--- config.mk ---
export PLATFORM = sky130hd
export DESIGN_NAME = load_store_unit
export DESIGN_NICKNAME = d
export VERILOG_FILES = /design/src/rtl/core_pkg.sv /design/src/rtl/lsu_align.sv /design/src/rtl/load_store_unit.sv
export SDC_FILE = /design/constraint.sdc
export NUM_CORES = 1
export LEC_CHECK = 0
export CAP_MARGIN = 25
export CORE_ASPECT_RATIO = 2
export CORE_MARGIN = 2
export CORE_UTILIZATION = 45
export DETAILED_ROUTE_END_ITERATION = 10
export GPL_ROUTABILITY_DRIVEN = 1
export PLACE_DENSITY_LB_ADDON = 0.25
export SLEW_MARGIN = 10
export SYNTH_ARGS = -nofsm -noshare
export SYNTH_HDL_FRONTEND = slang
export SYNTH_SLANG_ARGS = --single-unit
export TNS_END_PERCENT = 50
--- constraint.sdc ---
create_clock -name clk -period 5.05 [get_ports clk]
set_clock_uncertainty 0.2 [all_clocks]
set_input_delay 0.7575 -clock clk [delete_from_list [all_inputs] [get_ports clk]]
set_output_delay 0.7575 -clock clk [all_outputs]
set_load 0.02 [all_outputs]
--- src/rtl/core_pkg.sv ---
// Shared core definitions: load/store size encodings, LSU state type and the
// RV32I major opcodes also used by the main decoder.
package core_pkg;

  localparam logic [2:0] F3_B  = 3'b000;
  localparam logic [2:0] F3_H  = 3'b001;
  localparam logic [2:0] F3_W  = 3'b010;
  localparam logic [2:0] F3_BU = 3'b100;
  localparam logic [2:0] F3_HU = 3'b101;

  localparam logic [6:0] OP_LOAD   = 7'b0000011;
  localparam logic [6:0] OP_STORE  = 7'b0100011;
  localparam logic [6:0] OP_IMM    = 7'b0010011;
  localparam logic [6:0] OP_REG    = 7'b0110011;
  localparam logic [6:0] OP_BRANCH = 7'b1100011;
  localparam logic [6:0] OP_JAL    = 7'b1101111;
  localparam logic [6:0] OP_JALR   = 7'b1100111;
  localparam logic [6:0] OP_LUI    = 7'b0110111;
  localparam logic [6:0] OP_AUIPC  = 7'b0010111;
  localparam logic [6:0] OP_SYSTEM = 7'b1110011;

  typedef enum logic [1:0] {
    ST_IDLE = 2'd0,
    ST_REQ  = 2'd1,
    ST_WAIT = 2'd2,
    ST_RESP = 2'd3
  } lsu_state_t;

  // Access is rejected before touching the bus.
  function automatic logic lsu_access_err(input logic       is_rd,
                                          input logic       is_wr,
                                          input logic [2:0] f3,
                                          input logic [1:0] off);
    logic err;
    err = is_rd && is_wr;
    case (f3)
      F3_B:         ;
      F3_H:         if (off[0]) err = 1'b1;
      F3_W:         if (off != 2'b00) err = 1'b1;
      F3_BU:        if (is_wr) err = 1'b1;
      F3_HU:        if (is_wr || off[0]) err = 1'b1;
      default:      err = 1'b1;
    endcase
    return err;
  endfunction

endpackage

--- src/rtl/lsu_align.sv ---
// Lane steering for the load/store unit: byte enables and replicated store
// data on the way out, load extraction and sign/zero extension on the way back.
module lsu_align
  import core_pkg::*;
(
  input  logic [2:0]  funct3,
  input  logic [1:0]  byte_off,
  input  logic [31:0] st_data,
  input  logic [31:0] ld_word,
  output logic [3:0]  be,
  output logic [31:0] st_lanes,
  output logic [31:0] ld_data
);

  logic [31:0] shifted;

  always_comb begin
    be       = 4'b0000;
    st_lanes = 32'd0;
    ld_data  = 32'd0;
    shifted  = ld_word >> {byte_off, 3'b000};
    case (funct3)
      F3_B: begin
        be       = 4'b0001 << byte_off;
        st_lanes = {4{st_data[7:0]}};
        ld_data  = {{24{shifted[7]}}, shifted[7:0]};
      end
      F3_H: begin
        be       = 4'b0011 << byte_off;
        st_lanes = {2{st_data[15:0]}};
        ld_data  = {{16{shifted[15]}}, shifted[15:0]};
      end
      F3_W: begin
        be       = 4'b1111;
        st_lanes = st_data;
        ld_data  = shifted;
      end
      F3_BU: begin
        be       = 4'b0001 << byte_off;
        ld_data  = {24'd0, shifted[7:0]};
      end
      F3_HU: begin
        be       = 4'b0011 << byte_off;
        ld_data  = {16'd0, shifted[15:0]};
      end
      default: ;
    endcase
  end

endmodule

--- src/rtl/load_store_unit.sv ---
// RV32I load/store unit: one access at a time from the core onto a valid/ready
// data bus, with alignment checks, lane steering and an access timeout.
module load_store_unit
  import core_pkg::*;
#(
  parameter int TIMEOUT = 255
) (
  input  logic        clk,
  input  logic        rst,
  input  logic        req_valid,
  output logic        req_ready,
  input  logic        mem_read,
  input  logic        mem_write,
  input  logic [2:0]  funct3,
  input  logic [31:0] addr,
  input  logic [31:0] wdata,
  output logic        resp_valid,
  output logic [31:0] resp_rdata,
  output logic        resp_err,
  output logic        bus_valid,
  input  logic        bus_ready,
  output logic        bus_we,
  output logic [31:0] bus_addr,
  output logic [3:0]  bus_be,
  output logic [31:0] bus_wdata,
  input  logic        bus_rvalid,
  input  logic [31:0] bus_rdata
);

  localparam logic [10:0] TO_LIM = 11'(TIMEOUT);

  lsu_state_t  state_q, state_d;
  logic [9:0]  cnt_q, cnt_d;
  logic [2:0]  f3_q, f3_d;
  logic [1:0]  off_q, off_d;
  logic        is_load_q, is_load_d;
  logic        bus_valid_q, bus_valid_d;
  logic        bus_we_q, bus_we_d;
  logic [31:0] bus_addr_q, bus_addr_d;
  logic [3:0]  bus_be_q, bus_be_d;
  logic [31:0] bus_wdata_q, bus_wdata_d;
  logic        resp_valid_q, resp_valid_d;
  logic        resp_err_q, resp_err_d;
  logic [31:0] resp_rdata_q, resp_rdata_d;

  logic        idle;
  logic        accept;
  logic        acc_err;
  logic [10:0] cnt_next;
  logic        timed_out;
  logic [2:0]  al_f3;
  logic [1:0]  al_off;
  logic [3:0]  al_be;
  logic [31:0] al_lanes;
  logic [31:0] al_ld;

  assign idle      = (state_q == ST_IDLE);
  assign accept    = idle && req_valid && (mem_read || mem_write);
  assign acc_err   = lsu_access_err(mem_read, mem_write, funct3, addr[1:0]);
  assign cnt_next  = {1'b0, cnt_q} + 11'd1;
  assign timed_out = (cnt_next >= TO_LIM);

  // Incoming request is steered while idle; latched access once the bus is busy.
  assign al_f3  = idle ? funct3    : f3_q;
  assign al_off = idle ? addr[1:0] : off_q;

  lsu_align u_align (
    .funct3   (al_f3),
    .byte_off (al_off),
    .st_data  (wdata),
    .ld_word  (bus_rdata),
    .be       (al_be),
    .st_lanes (al_lanes),
    .ld_data  (al_ld)
  );

  always_comb begin
    state_d      = state_q;
    cnt_d        = cnt_q;
    f3_d         = f3_q;
    off_d        = off_q;
    is_load_d    = is_load_q;
    bus_valid_d  = 1'b0;
    bus_we_d     = bus_we_q;
    bus_addr_d   = bus_addr_q;
    bus_be_d     = bus_be_q;
    bus_wdata_d  = bus_wdata_q;
    resp_valid_d = 1'b0;
    resp_err_d   = 1'b0;
    resp_rdata_d = 32'd0;

    case (state_q)
      ST_IDLE: begin
        if (accept) begin
          f3_d      = funct3;
          off_d     = addr[1:0];
          is_load_d = mem_read;
          if (acc_err) begin
            state_d      = ST_RESP;
            resp_valid_d = 1'b1;
            resp_err_d   = 1'b1;
          end else begin
            state_d     = ST_REQ;
            cnt_d       = 10'd0;
            bus_valid_d = 1'b1;
            bus_we_d    = mem_write;
            bus_addr_d  = {addr[31:2], 2'b00};
            bus_be_d    = al_be;
            bus_wdata_d = mem_write ? al_lanes : 32'd0;
          end
        end
      end
      ST_REQ: begin
        cnt_d = cnt_next[9:0];
        // A handshake in the timeout cycle still counts as accepted by the bus.
        if (bus_ready) begin
          if (is_load_q) begin
            state_d = ST_WAIT;
          end else begin
            state_d      = ST_RESP;
            resp_valid_d = 1'b1;
          end
        end else if (timed_out) begin
          state_d      = ST_RESP;
          resp_valid_d = 1'b1;
          resp_err_d   = 1'b1;
        end else begin
          bus_valid_d = 1'b1;
        end
      end
      ST_WAIT: begin
        cnt_d = cnt_next[9:0];
        if (bus_rvalid) begin
          state_d      = ST_RESP;
          resp_valid_d = 1'b1;
          resp_rdata_d = al_ld;
        end else if (timed_out) begin
          state_d      = ST_RESP;
          resp_valid_d = 1'b1;
          resp_err_d   = 1'b1;
        end
      end
      ST_RESP: begin
        state_d = ST_IDLE;
      end
      default: state_d = ST_IDLE;
    endcase
  end

  always_ff @(posedge clk or posedge rst) begin
    if (rst) begin
      state_q      <= ST_IDLE;
      cnt_q        <= 10'd0;
      f3_q         <= 3'd0;
      off_q        <= 2'd0;
      is_load_q    <= 1'b0;
      bus_valid_q  <= 1'b0;
      bus_we_q     <= 1'b0;
      bus_addr_q   <= 32'd0;
      bus_be_q     <= 4'd0;
      bus_wdata_q  <= 32'd0;
      resp_valid_q <= 1'b0;
      resp_err_q   <= 1'b0;
      resp_rdata_q <= 32'd0;
    end else begin
      state_q      <= state_d;
      cnt_q        <= cnt_d;
      f3_q         <= f3_d;
      off_q        <= off_d;
      is_load_q    <= is_load_d;
      bus_valid_q  <= bus_valid_d;
      bus_we_q     <= bus_we_d;
      bus_addr_q   <= bus_addr_d;
      bus_be_q     <= bus_be_d;
      bus_wdata_q  <= bus_wdata_d;
      resp_valid_q <= resp_valid_d;
      resp_err_q   <= resp_err_d;
      resp_rdata_q <= resp_rdata_d;
    end
  end

  assign req_ready  = idle;
  assign bus_valid  = bus_valid_q;
  assign bus_we     = bus_we_q;
  assign bus_addr   = bus_addr_q;
  assign bus_be     = bus_be_q;
  assign bus_wdata  = bus_wdata_q;
  assign resp_valid = resp_valid_q;
  assign resp_err   = resp_err_q;
  assign resp_rdata = resp_rdata_q;

endmodule
; Yosys cells after proc, flatten, opt, wreduce, memory -nomap -nowiden
; Cells that the tools add are included.
[word_totals]
register_bits = 120
in_bits = 106
[classes]
mux = 38
n_eq_ne = 13
n_lt_le_gt_ge = 1
n_reduce_logical = 16
addsub = 1
bitwise = 1
shift = 3
[ops]
columns = operator, count
row1 = 32-bit one-hot mux with 5 select lines, 1
row2 = 32-bit 2-to-1 mux, 3
row3 = 32-bit one-hot mux with 3 select lines, 1
row4 = 32-bit by 5-bit right shift with 32-bit output, 1
row5 = 10-bit 2-to-1 mux, 2
row6 = 10-bit one-hot mux with 2 select lines, 1
row7 = 1-bit 2-to-1 mux, 17
row8 = 3-bit equality test (second input constant), 4
row9 = 2-bit 2-to-1 mux, 6
row10 = 4-bit one-hot mux with 3 select lines, 1
row11 = 10-bit by 1-bit adder with 11-bit output (second input constant), 1
row12 = 11-bit by 8-bit greater-or-equal comparator with 1-bit output (second input constant), 1
row13 = 2-bit one-hot mux with 4 select lines, 1
row14 = 3-bit by 1-bit equality test with 1-bit output (second input constant), 2
row15 = 3-bit by 2-bit equality test with 1-bit output (second input constant), 2
row16 = 3-bit zero test, 2
row17 = 1-bit one-hot mux with 3 select lines, 2
row18 = 3-bit AND reduction, 2
row19 = 2-bit OR reduction, 3
row20 = 1-bit one-hot mux with 5 select lines, 1
row21 = 2-bit equality test (second input constant), 2
row22 = 2-bit nonzero test, 2
row23 = 1-bit by 2-bit << shifter with 4-bit output (first input constant), 1
row24 = 2-bit by 2-bit << shifter with 4-bit output (first input constant), 1
row25 = 10 further kinds, 13

; Longest topological paths before layout
; Gate-level depths: netlist (run 1).
[logic_depth]
depth_word = 6
depth_mapped = 9
depth_no_buf = 7

; Modules after synthesis
; From an unflattened synthesis (run 1), not the netlist that was laid out.
[unflattened]
cells_unflattened = 643
area_unflattened_um2 = 6485.0
[modules_own_cells]
columns = module, n_inst, cells_each, area_per_inst_um2, seq_area_each_um2
row1 = load_store_unit, 1, 418, 4909.7, 3002.9
row2 = lsu_align, 1, 225, 1575.3, 0.0

; Least setup slack after synthesis (run 1)
; Ideal clock, no wire load.
[synth_path]
kind = reg2reg
startpoint = register state_q[0]
endpoint = register bus_wdata_q[10] (netlist: bus_wdata[10])
t_arrival_ps = 2096
path_buffers = 2
setup_slack_ps = 2623
period_less_slack_ps = 2427
path_stages_with_launch = 10
path_cell_list = dfrtp_1 > inv_1 > ha_1 > buf_6 > mux2_2 > and2_1 > buf_4 > a2bb2oi_4 > a22oi_1 > o21ai_1
[synth_via]
elab_chain_cells = 5
[synth_lines]
columns = element, line
row1 = "start, declared", load_store_unit.sv:32  ; lsu_state_t state_q, state_d;
row2 = "start signal, assigned", load_store_unit.sv:166  ; state_q <= state_d;
row3 = 2-bit zero test *, load_store_unit.sv:57  ; assign idle = (state_q == ST_IDLE);
row4 = named net req_ready, load_store_unit.sv:11  ; output logic req_ready,
row5 = 3-bit 2-to-1 mux, load_store_unit.sv:64  ; assign al_f3 = idle ? funct3 : f3_q;
row6 = "3-bit by 2-bit equality test with 1-bit output, or another cell as far along", lsu_align.sv:22  ; case (funct3)
row7 = 32-bit one-hot mux with 3 select lines, lsu_align.sv:22
row8 = 32-bit 2-to-1 mux, load_store_unit.sv:109  ; bus_wdata_d = mem_write ? al_lanes : 32'd0;
row9 = "end signal, assigned", load_store_unit.sv:175  ; bus_wdata_q <= bus_wdata_d;
row10 = "end, declared", load_store_unit.sv:41  ; logic [31:0] bus_wdata_q, bus_wdata_d;
; The timed path passes the listed nets; every way through them passes the cells marked *.
; A chain may end at the register's enable or synchronous reset.

; Worst setup path in the final report (run 1)
[layout_path]
startpoint = input mem_write
endpoint = register bus_wdata_q[23] (netlist: bus_wdata[23])
[layout_via]
elab_chain_cells = 5
[layout_lines]
columns = element, line
row1 = "start, declared", load_store_unit.sv:13  ; input logic mem_write,
row2 = 1-bit logical AND or 1-bit logical OR (tied branches), "core_pkg.sv:35, core_pkg.sv:41"
row3 = 1-bit 2-to-1 mux (on tied branches), n/a
row4 = 1-bit one-hot mux with 5 select lines, core_pkg.sv:36  ; case (f3)
row5 = 1-bit inverter (no line), n/a
row6 = 3-bit AND reduction (no line), n/a
; Several ways; a longest one is shown, not always the timed one.

==> results.toml, run 1 <==
[place]
place.gp.congestion = 0.825
dp_hpwl_um = 11700
placement.io_buffers = 208
placed_cell_area_um2 = 8010

[layout]
final_common_cell = "clkdlybuf4s50_1"
synthToLayoutAreaGrowth_pct = 46.3
design_area_um2 = 8570
final_cell_mix = "208 x clkdlybuf4s50_1, 120 x dfrtp_1, 81 x nand2_1"
layout-drive-gt1-share = 0.138
utilization = 0.668
antenna_cells = 0
fin_nets = 844

[critical_path]
endpoint_kind = "flip-flop"
crit_path_max_fanout = 18
start_kind = "primary input"
setup.worst_path.class = "primary input to flip-flop"
required_ps = 5200
arrival_ps = 3400

[floorplanning]
pin_count = 211
core_um2 = 12800
dieArea_um2 = 14000
die_y_um = 165
die_w_um = 84.7
fp-row-count = 59
initial_core_util = 0.456

[drt]
wire_per_inst_um = 18.1
via_per_inst = 5.50
routed_wl_um = 16200
postRouteAntennaNets = 0
drt_pass1_iterations = 5
drtIter0Drc = 366
dr_total_vias = 4933
drc = 0

[clock_tree]
cts_max_path_buffers = 2
ctsHoldBuffers = 0
clkSinkCount = 120
clkLatencyLatePin_ps = 410
cts_resized = 0
cts_tree = "built"
htree_num_levels = 4
clkTransAtPathRegs_ps = 60
post_cts_buffers = 0
cts.root.buffer_cell = "clkbuf_16"
cts_buffers = 17

[synthesis]
async_flop_share = 1.00
ys_types = 68
syn_area_per_cell_um2 = 11.1
synth_ff_type = "dfrtp_1"
synth_seq_cells = 120
postSynthCellCount = 526
netlist_area_um2 = 5860
synth_warnings = 0
ys_seq_area_frac = 0.512
synth_edf_count = 0

[power]
leakagePower_nw = 3.85
peakVddDrop_mv = 0.432
power_density_nw_per_um2 = 623
power_mw = 5.34

[grt]
grt_pass1_wl_um = 25500
grtUsageTotal = 0.233
antenna_found_initial = 0
grt-ovfl-total = 0
first_global_vias = 4885
grt_max_degree = 70

[sta]
setup_viol = 0
worst_pin_slew_ps = 906
fmax_ghz = 0.307
fin_crit_sh = 0.644
setup_tns_ps = 0
slew_headroom = 0.395
hold_viol_final = 0
final_max_slew_viol_count = 0
grt_setup_unrepaired = "no"
period_minus_slack_ps = 3250

[outcome]
status = "finished clean"

[flow_run]
drv_cap = 0

[min_path]
hold_path_class = "flip-flop to flip-flop"
[metrics by stage]
stage / instances / setup slack (ps) / hold WS (ps)
after floorplan: 527 / 907 / 296
after global placement: 865 / 1420 / 263
after detailed placement: 865 / 1390 / 268
after CTS: 897 / 1800 / 281
after global routing: 897 / 1550 / 304
final: 897 / 1800 / 278
[registers in the layout (all words and copies together) (netlist names)]
| register | cells |
|---|---|
| bus_we | 1 |
| cnt_q | 10 |
| bus_valid | 1 |
| resp_err | 1 |
| bus_be | 4 |
| resp_valid | 1 |
| resp_rdata | 32 |
| off_q | 2 |
| bus_addr | 30 |
| is_load_q | 1 |
| f3_q | 3 |
| state_q | 2 |
| bus_wdata | 32 |
[synth_stat cells, types with 2 or more instances]
cell	n	area (µm²)
buf_4	5	37.5
o21ai_1	10	50.1
a31oi_1	4	25.0
nor2_1	17	63.8
o21ai_0	41	205
a211oi_1	10	75.1
nor2b_1	3	18.8
o2bb2ai_1	7	61.3
a222oi_1	8	80.1
xor2_1	2	17.5
and3_1	10	62.6
clkbuf_1	7	26.3
ha_1	6	75.1
nand3_1	7	35.0
mux2i_4	3	67.6
o211ai_2	2	25.0
nand2_1	81	304
a21oi_1	24	120
inv_1	14	52.6
mux2_4	2	30.0
nor3_1	3	15.0
o21bai_1	2	15.0
a22oi_1	8	60.1
buf_6	3	33.8
dfrtp_1	120	3000
or3_1	2	12.5
nor2_2	2	12.5
a21o_1	10	75.1
mux2i_1	27	270
buf_2	9	45.0
a211oi_2	2	25.0
mux2_2	38	428
nand4_1	2	12.5
[layer usage]
| layer | part of all wire | track usage | vias to the layer above |
|---|---|---|---|
| met1 | 0.39 | 0.285 | 2401 |
| met5 | 0 | 0 | - |
| met2 | 0.52 | 0.397 | 194 |
| met3 | 0.073 | 0.0646 | 18 |
| li1 | - | - | 2320 |
| met4 | 0.015 | 0.0765 | 0 |
[cells by family after synthesis]
family                   share of synthesized area
XOR/XNOR                                   0.00449
other                                     0.000640
flip-flops                                   0.512
multiplexers                                 0.136
AO/OA/AOI/OAI                                0.179
buffers and inverters                       0.0374
AND/OR/NAND/NOR                              0.117
adder cells (fa/ha/maj)                     0.0128
[worst paths after layout]
path	slack, ps	cells past startpoint	endpoint	start
setup reg to reg	1800	8	bus_wdata[11]	state_q[0]
hold / removal	280	2	bus_wdata[4]	bus_wdata[4]
min in group asynchronous	690	2	bus_addr[30]	rst
setup / recovery	1800	6	bus_wdata[23]	mem_write
max in group asynchronous	3050	3	resp_rdata[15]	rst
hold reg to reg	280	2	bus_wdata[4]	bus_wdata[4]
[critical path, cell delays in order]
cell,delay [ps]
clkdlybuf4s50_1,660
o21ai_1,370
nand4_1,720
nor2_2,620
a222oi_1,180
inv_1,100
[where the power goes]
part | internal (mW) | total, mW | switching, mW | leakage [nW]
Clock | 0.690 | 1.14 | 0.445 | 0.272
Sequential | 1.33 | 1.57 | 0.243 | 1.57
Combinational | 1.19 | 2.63 | 1.44 | 2.00
[cell type report]
cell class	count	area [µm²]
clock buffer	18	439
clock inverter	14	125
fill	1023	4270
inverter	14	55.1
multi-input combinational	367	2650
sequential	120	3000
tap	152	190
timing repair buffer	212	2110
Note: power is estimated with default switching activity, not from simulation.
==> run 2, diff against run 1 <==
==> constraint.sdc (replaced) <==
create_clock -name clk -period 3.1 [get_ports clk]
set_clock_uncertainty 0.2 [all_clocks]
set_input_delay 0.465 -clock clk [delete_from_list [all_inputs] [get_ports clk]]
set_output_delay 0.465 -clock clk [all_outputs]
set_load 0.02 [all_outputs]
==> run 2 against run 1 <==
- die area unchanged
- flip-flop and latch count did not move
- non-clock buffer count grew 11
- wire length barely moved
- register-to-register slack got worse by 1500 ps
- utilization up 1.2 points
- clock power rose by 72%
- critical endpoint is now req_ready
==> results.toml, run 2 (synthesis gave the netlist of run 1 again) <==
[clock_tree]
post_cts_buffers = 0
cts_buffers = 17
cts_tree = "built"
cts_resized = 0
clkTransAtPathRegs_ps = 60
cts_max_path_buffers = 2
cts.root.buffer_cell = "clkbuf_16"
clkLatencyLatePin_ps = 400
htree_num_levels = 4
clkSinkCount = 120
ctsHoldBuffers = 0

[floorplanning]
die_y_um = 165
die_w_um = 84.7
core_um2 = 12800
pin_count = 211
fp-row-count = 59
initial_core_util = 0.456
dieArea_um2 = 14000

[critical_path]
arrival_ps = 2130
reg2reg_to = "resp_rdata[18]"
endpoint = "req_ready"
required_ps = 2430
setup.worst_path.class = "flip-flop to output pin"
rrSetupSlack_ps = 330
crit_path_max_fanout = 20
endpoint_kind = "output pin"
start_kind = "flip-flop"
crit_start = "state_q[0]"
reg2reg_from = "state_q[0]"
reg2reg_depth = 8

[grt]
antenna_found_initial = 0
grt_pass1_wl_um = 26000
first_global_vias = 5171
grt-ovfl-total = 0
grtUsageTotal = 0.236
grt_max_degree = 61

[drt]
postRouteAntennaNets = 0
wire_per_inst_um = 17.9
dr_total_vias = 5008
drt_pass1_iterations = 6
drc = 0
via_per_inst = 5.52
routed_wl_um = 16300
drtIter0Drc = 244

[sta]
setup_tns_ps = 0
worst_pin_slew_ps = 671
hold_viol_final = 0
slew_headroom = 0.552
fmax_ghz = 0.358
fin_crit_sh = 0.901
setup_viol = 0
whs_ps = 275
grt_setup_unrepaired = "no"
period_minus_slack_ps = 2790
final_max_slew_viol_count = 0

[flow_run]
drv_cap = 0

[layout]
antenna_cells = 0
fillers = 1032
fin_nets = 855
synthToLayoutAreaGrowth_pct = 48.9
layout-drive-gt1-share = 0.151
final_cell_mix = "208 x clkdlybuf4s50_1, 120 x dfrtp_1, 81 x nand2_1"
final_common_cell = "clkdlybuf4s50_1"

[place]
place.gp.congestion = 0.847
dp_hpwl_um = 11700
placement.io_buffers = 208

[min_path]
whs_path_depth = 2
hold_path_class = "flip-flop to flip-flop"

[outcome]
status = "finished clean"

[power]
power_density_nw_per_um2 = 1020
power_mw = 8.90
peakVddDrop_mv = 0.785
leakagePower_nw = 3.92
[run 2: through the flow]
step,worst slack [ps],util,instances,area [µm²]
after global routing,140,0.679,908,8720
after detailed placement,264,0.633,876,8130
after CTS,294,0.679,908,8720
after floorplan,673,-,527,5870
final,307,0.679,908,8720
after global placement,346,0.633,876,8130
[run 2: how the worst min path moves through the flow]
| stage | from | end |
|---|---|---|
| 2_1_floorplan | cnt_q[6] | cnt_q[6] |
| 3_3_place_gp | bus_wdata[2] | bus_wdata[2] |
| 3_5_place_dp | bus_we | bus_we |
| 4_1_cts | bus_we | bus_we |
| 5_1_grt | bus_wdata[29] | bus_wdata[29] |
| 6_report | bus_wdata[2] | bus_wdata[2] |
[run 2: per-layer routing]
metal | routed length (µm) | track usage | share of wire
met5 | 0 | 0 | 0
met4 | 419 | 0.0931 | 0.026
met3 | 1130 | 0.0651 | 0.069
met2 | 7900 | 0.381 | 0.49
met1 | 6810 | 0.300 | 0.42
[run 2: worst max-delay path: stages (launching register included)]
cell,delay (ps)
dfrtp_1,410
inv_1,120
ha_1,190
buf_4,310
clkdlybuf4s50_1,690
[run 2: layout make-up]
class | count | area (µm²) | area share
timing repair buffer | 223 | 2230 | 0.256
clock inverter | 15 | 166 | 0.0191
sequential | 120 | 3000 | 0.344
inverter | 14 | 56.3 | 0.00645
clock buffer | 17 | 425 | 0.0488
tap | 152 | 190 | 0.0218
multi-input combinational | 367 | 2650 | 0.304
[run 2: where the power goes]
group | leakage, nW | internal, mW | switching [mW]
sequential | 1.57 | 2.16 | 0.377
clock | 0.287 | 1.20 | 0.762
combinational | 2.06 | 2.03 | 2.37
total | 3.92 | 5.39 | 3.51
